--- src/rtl/vec_boundary_cell.sv ---
// Vectoring-mode CORDIC boundary cell for the complex QR systolic array.
// Emits the im->re and re->re direction-bit streams for each element and
// maintains the real diagonal element r of R across the rows of a matrix.
module vec_boundary_cell #(
  parameter int INOUT_WIDRH = 16,
  parameter int ITER_NUM    = 9
) (
  input  logic                     i_clk,
  input  logic                     i_rst_n,
  input  logic                     i_data_valid,
  input  logic [2*INOUT_WIDRH-1:0] i_data,
  input  logic                     i_first_in,
  input  logic                     i_last_in,
  output logic                     o_busy,
  output logic                     o_d_im2re_valid,
  output logic                     o_d_im2re,
  output logic                     o_d_re2re_valid,
  output logic                     o_d_re2re,
  output logic                     o_r_valid,
  output logic [INOUT_WIDRH-1:0]   o_r
);

  localparam int W  = INOUT_WIDRH;
  localparam int IW = W + 2;
  localparam int KW = $clog2(ITER_NUM + 1);

  typedef enum logic [2:0] {
    S_IDLE,
    S_VEC1,
    S_GAIN1,
    S_VEC2,
    S_GAIN2
  } state_e;

  state_e                state_q, state_d;
  logic [KW-1:0]         k_q, k_d;
  logic signed [IW-1:0]  x_q, x_d;
  logic signed [IW-1:0]  y_q, y_d;
  logic signed [IW-1:0]  r_int_q, r_int_d;
  logic                  first_q, first_d;
  logic                  last_q, last_d;
  logic [W-1:0]          r_q, r_d;
  logic                  r_valid_q, r_valid_d;

  logic                  dir;
  logic [KW-1:0]         sh;
  logic signed [IW-1:0]  x_sh, y_sh, x_it, y_it;
  logic signed [IW-1:0]  m_x, r_fin;
  logic [W-1:0]          re_in, im_in;

  // x * K with K = 2^-1 + 2^-3 - 2^-6 - 2^-9 (CORDIC gain compensation)
  function automatic logic signed [IW-1:0] mul_k(input logic signed [IW-1:0] v);
    return (v >>> 1) + (v >>> 3) - (v >>> 6) - (v >>> 9);
  endfunction

  // Saturate the internal value to signed W bits
  function automatic logic [W-1:0] sat(input logic signed [IW-1:0] v);
    logic [2:0] top;
    top = v[IW-1:W-1];
    if (top == '0 || top == '1) return v[W-1:0];
    else if (v[IW-1])           return {1'b1, {(W-1){1'b0}}};
    else                        return {1'b0, {(W-1){1'b1}}};
  endfunction

  assign re_in = i_data[W-1:0];
  assign im_in = i_data[2*W-1:W];
  assign dir   = ~y_q[IW-1];
  assign sh    = k_q - 1'b1;
  assign m_x   = mul_k(x_q);
  assign r_fin = first_q ? r_int_q : m_x;

  // One CORDIC step on the working pair, steered by the current direction bit
  always_comb begin
    x_sh = x_q >>> sh;
    y_sh = y_q >>> sh;
    if (k_q == '0) begin
      x_it = dir ? y_q  : -y_q;
      y_it = dir ? -x_q : x_q;
    end else begin
      x_it = dir ? x_q + y_sh : x_q - y_sh;
      y_it = dir ? y_q - x_sh : y_q + x_sh;
    end
  end

  // Next-state and datapath update for the element sequencer
  always_comb begin
    state_d   = state_q;
    k_d       = k_q;
    x_d       = x_q;
    y_d       = y_q;
    r_int_d   = r_int_q;
    first_d   = first_q;
    last_d    = last_q;
    r_d       = r_q;
    r_valid_d = 1'b0;
    case (state_q)
      S_IDLE: begin
        if (i_data_valid) begin
          first_d = i_first_in;
          last_d  = i_last_in;
          x_d     = {{2{re_in[W-1]}}, re_in};
          y_d     = {{2{im_in[W-1]}}, im_in};
          k_d     = '0;
          state_d = S_VEC1;
        end
      end
      S_VEC1, S_VEC2: begin
        x_d = x_it;
        y_d = y_it;
        if (k_q == KW'(ITER_NUM - 1)) begin
          k_d     = '0;
          state_d = (state_q == S_VEC1) ? S_GAIN1 : S_GAIN2;
        end else begin
          k_d = k_q + 1'b1;
        end
      end
      S_GAIN1: begin
        if (first_q) begin
          r_int_d = m_x;
          state_d = S_GAIN2;
        end else begin
          x_d     = r_int_q;
          y_d     = m_x;
          k_d     = '0;
          state_d = S_VEC2;
        end
      end
      S_GAIN2: begin
        r_int_d   = r_fin;
        r_d       = sat(r_fin);
        r_valid_d = last_q;
        state_d   = S_IDLE;
      end
      default: state_d = S_IDLE;
    endcase
  end

  // State and datapath registers, cleared by asynchronous reset
  always_ff @(posedge i_clk or negedge i_rst_n) begin
    if (!i_rst_n) begin
      state_q   <= S_IDLE;
      k_q       <= '0;
      x_q       <= '0;
      y_q       <= '0;
      r_int_q   <= '0;
      first_q   <= 1'b0;
      last_q    <= 1'b0;
      r_q       <= '0;
      r_valid_q <= 1'b0;
    end else begin
      state_q   <= state_d;
      k_q       <= k_d;
      x_q       <= x_d;
      y_q       <= y_d;
      r_int_q   <= r_int_d;
      first_q   <= first_d;
      last_q    <= last_d;
      r_q       <= r_d;
      r_valid_q <= r_valid_d;
    end
  end

  assign o_busy          = (state_q != S_IDLE);
  assign o_d_im2re_valid = (state_q == S_VEC1);
  assign o_d_im2re       = (state_q == S_VEC1) & dir;
  assign o_d_re2re_valid = (state_q == S_VEC2);
  assign o_d_re2re       = (state_q == S_VEC2) & dir;
  assign o_r_valid       = r_valid_q;
  assign o_r             = r_q;

endmodule

--- config.mk ---
export PLATFORM = sky130hd
export DESIGN_NAME = vec_boundary_cell
export DESIGN_NICKNAME = d
export VERILOG_FILES = /design/src/rtl/vec_boundary_cell.sv
export SDC_FILE = /design/constraint.sdc
export NUM_CORES = 1
export LEC_CHECK = 0
export BUFFER_PORTS_ARGS = -buffer_cell sky130_fd_sc_hd__buf_2
export CAP_MARGIN = 30
export CELL_PAD_IN_SITES_DETAIL_PLACEMENT = 1
export CELL_PAD_IN_SITES_GLOBAL_PLACEMENT = 1
export CORE_MARGIN = 2
export CORE_UTILIZATION = 26
export DETAILED_ROUTE_END_ITERATION = 16
export MAX_ROUTING_LAYER = met4
export PLACE_DENSITY = 0.59
export SYNTH_ARGS = -nofsm -noshare
export SYNTH_HDL_FRONTEND = slang
export SYNTH_SLANG_ARGS = --single-unit
export TNS_END_PERCENT = 1
--- constraint.sdc ---
create_clock -name i_clk -period 8.8 [get_ports i_clk]
set_input_delay 1.32 -clock i_clk [delete_from_list [all_inputs] [get_ports i_clk]]
set_output_delay 1.32 -clock i_clk [all_outputs]
set_load 0.01 [all_outputs]
; ---- Word level (Yosys, flattened, before mapping)
; Index checks and enable logic that the tools add are counted.
[totals]
register_bits = 80
latch_bits = 0
ram_bits = 0
rom_bits = 0
in_bits = 37
output_inout_bits = 22
wordCells = 74
n_memories = 0
[classes]
addsub = 11
multipliers = 0
n_div = 0
n_lt_le_gt_ge = 0
n_eq_ne = 10
shifts = 2
mux = 27
bitwise_logic = 3
reduce_logical = 12
[ops]
columns = operator, n
row1 = $mux 18, 12
row2 = $pmux 18 s3, 2
row3 = $add 18x18->18, 2
row4 = $neg 18->18, 2
row5 = $pmux 18 s2, 1
row6 = $sshr 18x4->18, 2
row7 = $sub 18x18->18, 2
row8 = $mux 16, 2
row9 = $add 17x15->18, 1
row10 = $sub 18x12->18, 1
row11 = $sub 18x9->18, 1
row12 = $mux 3, 4
row13 = $mux 4, 3
row14 = $pmux 4 s3, 1
row15 = $pmux 3 s3, 1
row16 = $ne 2x2->1 const B, 4
row17 = $eq 3x2->1 const B, 2
row18 = $eq 3x3->1 const B, 2
row19 = $logic_not 3->1, 2
row20 = $reduce_and 2->1, 3
row21 = $reduce_bool 3->1, 2
row22 = $add 4x1->4 const B, 1
row23 = $eq 4x4->1 const B, 1
row24 = $logic_not 4->1, 1
row25 = other kinds (9), 10

; ---- Logic depth before layout (Yosys ltp)
[depth]
depth_word = 7
mapped_depth = 27
mapped_depth_nobuf = 20

; ---- Least setup slack after synthesis
; Ideal clock, no wire load.
[synth_timing]
kind = register to register
startpoint = reg k_q[0]
endpoint = reg x_q[15]
setup_ps = 127
t_arrival_ps = 6054
required_time_ps = 8673
path_slack_ps = 2618
stages_incl_launch_ff = 26
n_path_buf = 6
period_less_slack_ps = 6182
cell_sequence = dfrtp_1 -> buf_6 -> buf_12 -> buf_4 -> buf_2 -> clkbuf_1 -> inv_1 -> ha_1 -> buf_1 -> mux4_1 -> mux2_2 -> mux2i_1 -> ha_1 -> nand3_1 -> nor4_1 -> and3_1 -> or3b_2 -> o21ai_0 -> a32o_1 -> ha_1 -> and3_1 -> and3_1 -> and3_1 -> or4_1 -> a31oi_1 -> a21oi_1
[synth_between]
elab_chain_len = 6
word_cells_on_any_way = 8
cone_classes = 3 x add/sub / 1 x shift / 3 x mux / 1 x reduce/logical
[synth_rtl]
columns = element, line_no
row1 = "start, declared", 36  ; logic [KW-1:0] k_q, k_d;
row2 = "start signal, assigned", 152  ; k_q <= k_d;
row3 = $sub 4x1->4, 68  ; assign sh = k_q - 1'b1;
row4 = $sshr 18x4->18, 75  ; y_sh = y_q >>> sh;
row5 = $add 18x18->18 / $sub 18x18->18 (equally long branches), 80  ; x_it = dir ? x_q + y_sh : x_q - y_sh;
row6 = $mux 18, 80
row7 = $mux 18 (*), 76  ; if (k_q == '0) begin
row8 = $pmux 18 s3 (*), 96  ; case (state_q)
row9 = "end signal, assigned", 143  ; x_q <= '0;
row10 = "end signal, assigned", 153  ; x_q <= x_d;
row11 = "end, declared", 37  ; logic signed [IW-1:0] x_q, x_d;
; Mark *: on every way between the ends. The rest lies on a longest branch, timed or not.
; A chain may end at the register's enable or synchronous reset.

; ---- Worst setup path in the final report
[layout_timing]
startpoint = reg k_q[0]
endpoint = reg y_q[17]
[layout_between]
elab_chain_len = 6
word_cells_on_any_way = 8
cone_classes = 3 x add/sub / 1 x shift / 3 x mux / 1 x reduce/logical
[layout_rtl]
columns = element, line_no
row1 = $sub 4x1->4, 68
row2 = $sshr 18x4->18, 74  ; x_sh = x_q >>> sh;
row3 = $sub 18x18->18 / $add 18x18->18 (equally long branches), 81  ; y_it = dir ? y_q - x_sh : y_q + x_sh;
row4 = $mux 18, 81
row5 = $mux 18 (*), 76
row6 = $pmux 18 s3 (*), 96
row7 = "end signal, assigned", 154  ; y_q <= y_d;
row8 = "end, declared", 38  ; logic signed [IW-1:0] y_q, y_d;
; Marks and branches as above.

==> reports/metrics.csv <==
stage,metric,value,unit
worst_hold_path,holdCritPathClass,reg -> reg,
grt,grt_overflow_total,0,
grt,groute.usage.overall,0.2027,
yosys,synth_top_area_share,0.1943,
die,die_y,203.1,microns
detailed_routing,wl_per_cell,22.83,microns
grt,antenna_found_initial,0,
clock_network,path_clk_slew,0.06,ns
sta,clock_skew,0.008343,ns
setup_path,crit_path_end_kind,flip-flop,
yosys,synthFlopType,dfrtp_1,
placement,finalWeightedCongestion,0.9420,
sta,max-slew-margin-rel,0.3136,
clock_network,post_cts_buffers,0,
clock_network,hold_buffers,0,
yosys,synth_area_leaders,"dfrtp_1 (19%), ha_1 (7.4%), mux4_2 (5.9%), fa_1 (5.2%), a21oi_1 (4.7%)",
detailed_routing,viasPerCell,5.586,
placement,hpwlAfterDp,31130,microns
yosys,yosysWarnings,0,
detailed_routing,drc,0,
yosys,postSynthCellCount,1218,
setup_path,arrival,6.97,ns
die,core_area,38920,sq um
yosys,ys_seq_area_frac,0.1943,
clock_network,clk_latency,0.35,ns
grt,grt_max_degree,60,
clock_network,numCtsBuffers,9,
sta,final_hold_viol_count,0,
setup_path,critPathMaxFanout,44,
die,dieArea,41230,sq um
clock_network,clock_path_buffers,2,
flow_run,cap_violations,0,
clock_network,clock-sinks,80,
sta,rsz0062_at_grt,false,
grt,grt_pass1_vias,10240,
sta,finalCritPeriodShare,0.7675,
detailed_routing,first_pass_iters,5,
yosys,async_flop_share,1.000,
status,status,completed,
sta,timing.fmax,148.1,MHz
cells_and_area,diodes,0,
die,initial_core_util,0.2647,
detailed_routing,drtIter0Drc,682,
setup_path,worst-setup-path-type,reg -> reg,
clock_network,htreeDepth,3,
die,chipWidth,203.1,microns
yosys,synth_cell_types,82,
yosys,synth_edf_count,0,
yosys,ys_ff_latch,80,
sta,drv_slew,0,
detailed_routing,ant_nets,0,
yosys,yosysTopAreaCell,dfrtp_1,
die,num_rows,72,
cells_and_area,fin_nets,1357,
cells_and_area,area_growth,11.28,%
sta,tightest_slew,1.026,ns
cells_and_area,drive_gt1_frac,0.1407,
clock_network,cts-root-buf,clkbuf_16,
grt,grt_pass1_wl,62330,microns
yosys,syn_nets,1343,
sta,setup_violations,0,
setup_path,worst_setup_path_start_kind,flip-flop,
sta,setup_tns,0,ns
clock_network,cts_tree,built,
yosys,syn_area,10300,sq um
detailed_routing,vias,9804,
yosys,synth_area_per_cell,8.458,sq um
die,io_pins,59,
detailed_routing,wirelength,40070,microns
clock_network,post_cts_resized,0,
placement,port_buffers,58,
sta,period_minus_slack,6.754,ns
setup_path,crit_required,9.02,ns
sequential cells by signal, indices dropped and copies added (netlist names):
name,cells
o_r,16
o_r_valid,1
first_q,1
x_q,18
y_q,18
last_q,1
k_q,4
r_int_q,18
state_q,3
metal layers:
metal  GRT usage  share of wire  up-vias
met3     0.01717          0.037       26
met5           -              0        -
met2      0.3370           0.49      198
met1      0.2681           0.46     5001
met4     0.04692          0.015        0
li1            -              -     4579
worst max-delay path, cell delays in order (launching register included):
cell,delay (ns)
dfrtp_2,0.34
buf_4,0.50
inv_1,0.10
ha_1,0.95
buf_4,0.34
mux4_2,0.54
mux2_2,0.27
mux2i_1,0.28
nor3b_1,0.77
nor2_1,0.14
xnor2_1,0.22
ha_1,0.29
o21ai_0,0.17
o21ba_2,0.19
o21ai_0,0.53
a311oi_1,0.26
o31ai_1,0.36
nor2_1,0.07
mux2i_1,0.14
o211ai_1,0.10
cells by family (layout without fill, tap and decap cells):
| family | after synthesis | count (layout) | share of synthesized area |
|---|---|---|---|
| AOI/OAI and AO/OA | 387 | 387 | 0.2497 |
| and+or+nand+nor | 354 | 354 | 0.1664 |
| buffers and inverters | 134 | 153 | 0.05210 |
| muxes | 91 | 91 | 0.1388 |
| adders and majority gates | 88 | 88 | 0.1265 |
| xor gates and xnor gates | 84 | 84 | 0.07214 |
| DFF | 80 | 80 | 0.1943 |
through the flow:
| step | area, sq um | utilization | hold WS [ns] | setup slack, ns | cells |
|---|---|---|---|---|---|
| 6_report | 11460 | 0.2946 | 0.5035 | 2.046 | 1755 |
| 5_1_grt | 11460 | 0.2946 | 0.5338 | 1.463 | 1755 |
| 4_1_cts | 11450 | 0.2942 | 0.5051 | 2.027 | 1754 |
| 3_5_place_dp | 11120 | 0.2856 | 0.4908 | 2.062 | 1738 |
| 3_3_place_gp | 11080 | 0.2848 | 0.4839 | 2.253 | 1735 |
| 2_1_floorplan | 10300 | - | 0.4711 | 2.618 | 1218 |
layout by cell type (no fill, tap or decap), types with 18 or more instances in the layout:
cell type	instances
or3_1	19
nand2_1	100
a21oi_1	94
a31oi_1	18
nor3_1	19
a21o_1	22
xnor2_1	48
ha_1	61
dfrtp_1	78
fa_1	27
nor2_1	107
buf_4	19
o21ai_0	90
mux2i_1	27
inv_1	57
nand3_1	19
xor2_1	34
mux4_2	27
mux2_2	28
buf_2	57
cell usage after synthesis, types with 13 or more instances:
| library cell | n |
|---|---|
| xor2_1 | 34 |
| mux4_2 | 27 |
| a21oi_1 | 96 |
| mux2_2 | 28 |
| a22o_1 | 16 |
| nor2_1 | 109 |
| nand3_1 | 19 |
| nor3_1 | 19 |
| or3_1 | 19 |
| a31oi_1 | 18 |
| fa_1 | 27 |
| o31ai_1 | 16 |
| dfrtp_1 | 80 |
| a222oi_1 | 13 |
| and3_1 | 14 |
| clkbuf_1 | 57 |
| a21o_1 | 22 |
| a311o_1 | 13 |
| mux2i_1 | 27 |
| o21ai_0 | 90 |
| ha_1 | 61 |
| xnor2_1 | 49 |
| inv_1 | 57 |
| nand2_1 | 100 |
worst paths after layout:
kind	start	endpoint	slack (ns)	cells past startpoint
setup / recovery	k_q[0]	y_q[17]	2.05	19
hold / removal	last_q	last_q	0.50	1
setup reg to reg	k_q[0]	y_q[17]	2.05	19
hold reg to reg	last_q	last_q	0.50	1
max in group asynchronous	i_rst_n	y_q[17]	6.72	2
min in group asynchronous	i_rst_n	x_q[3]	0.86	1
cell type report:
cell class / instances / area (sq um)
fillers: 4645 / 27450
multi-input cells: 1004 / 7791
flip-flops and latches: 80 / 2004
well taps: 518 / 648.1
repair buffers: 79 / 469.2
clock buffers: 14 / 274.0
inverters: 58 / 217.7
clock inverters: 2 / 60.06
Power is not shown: default switching activity piles up to over one toggle a cycle in this logic, so the estimate is an artifact.
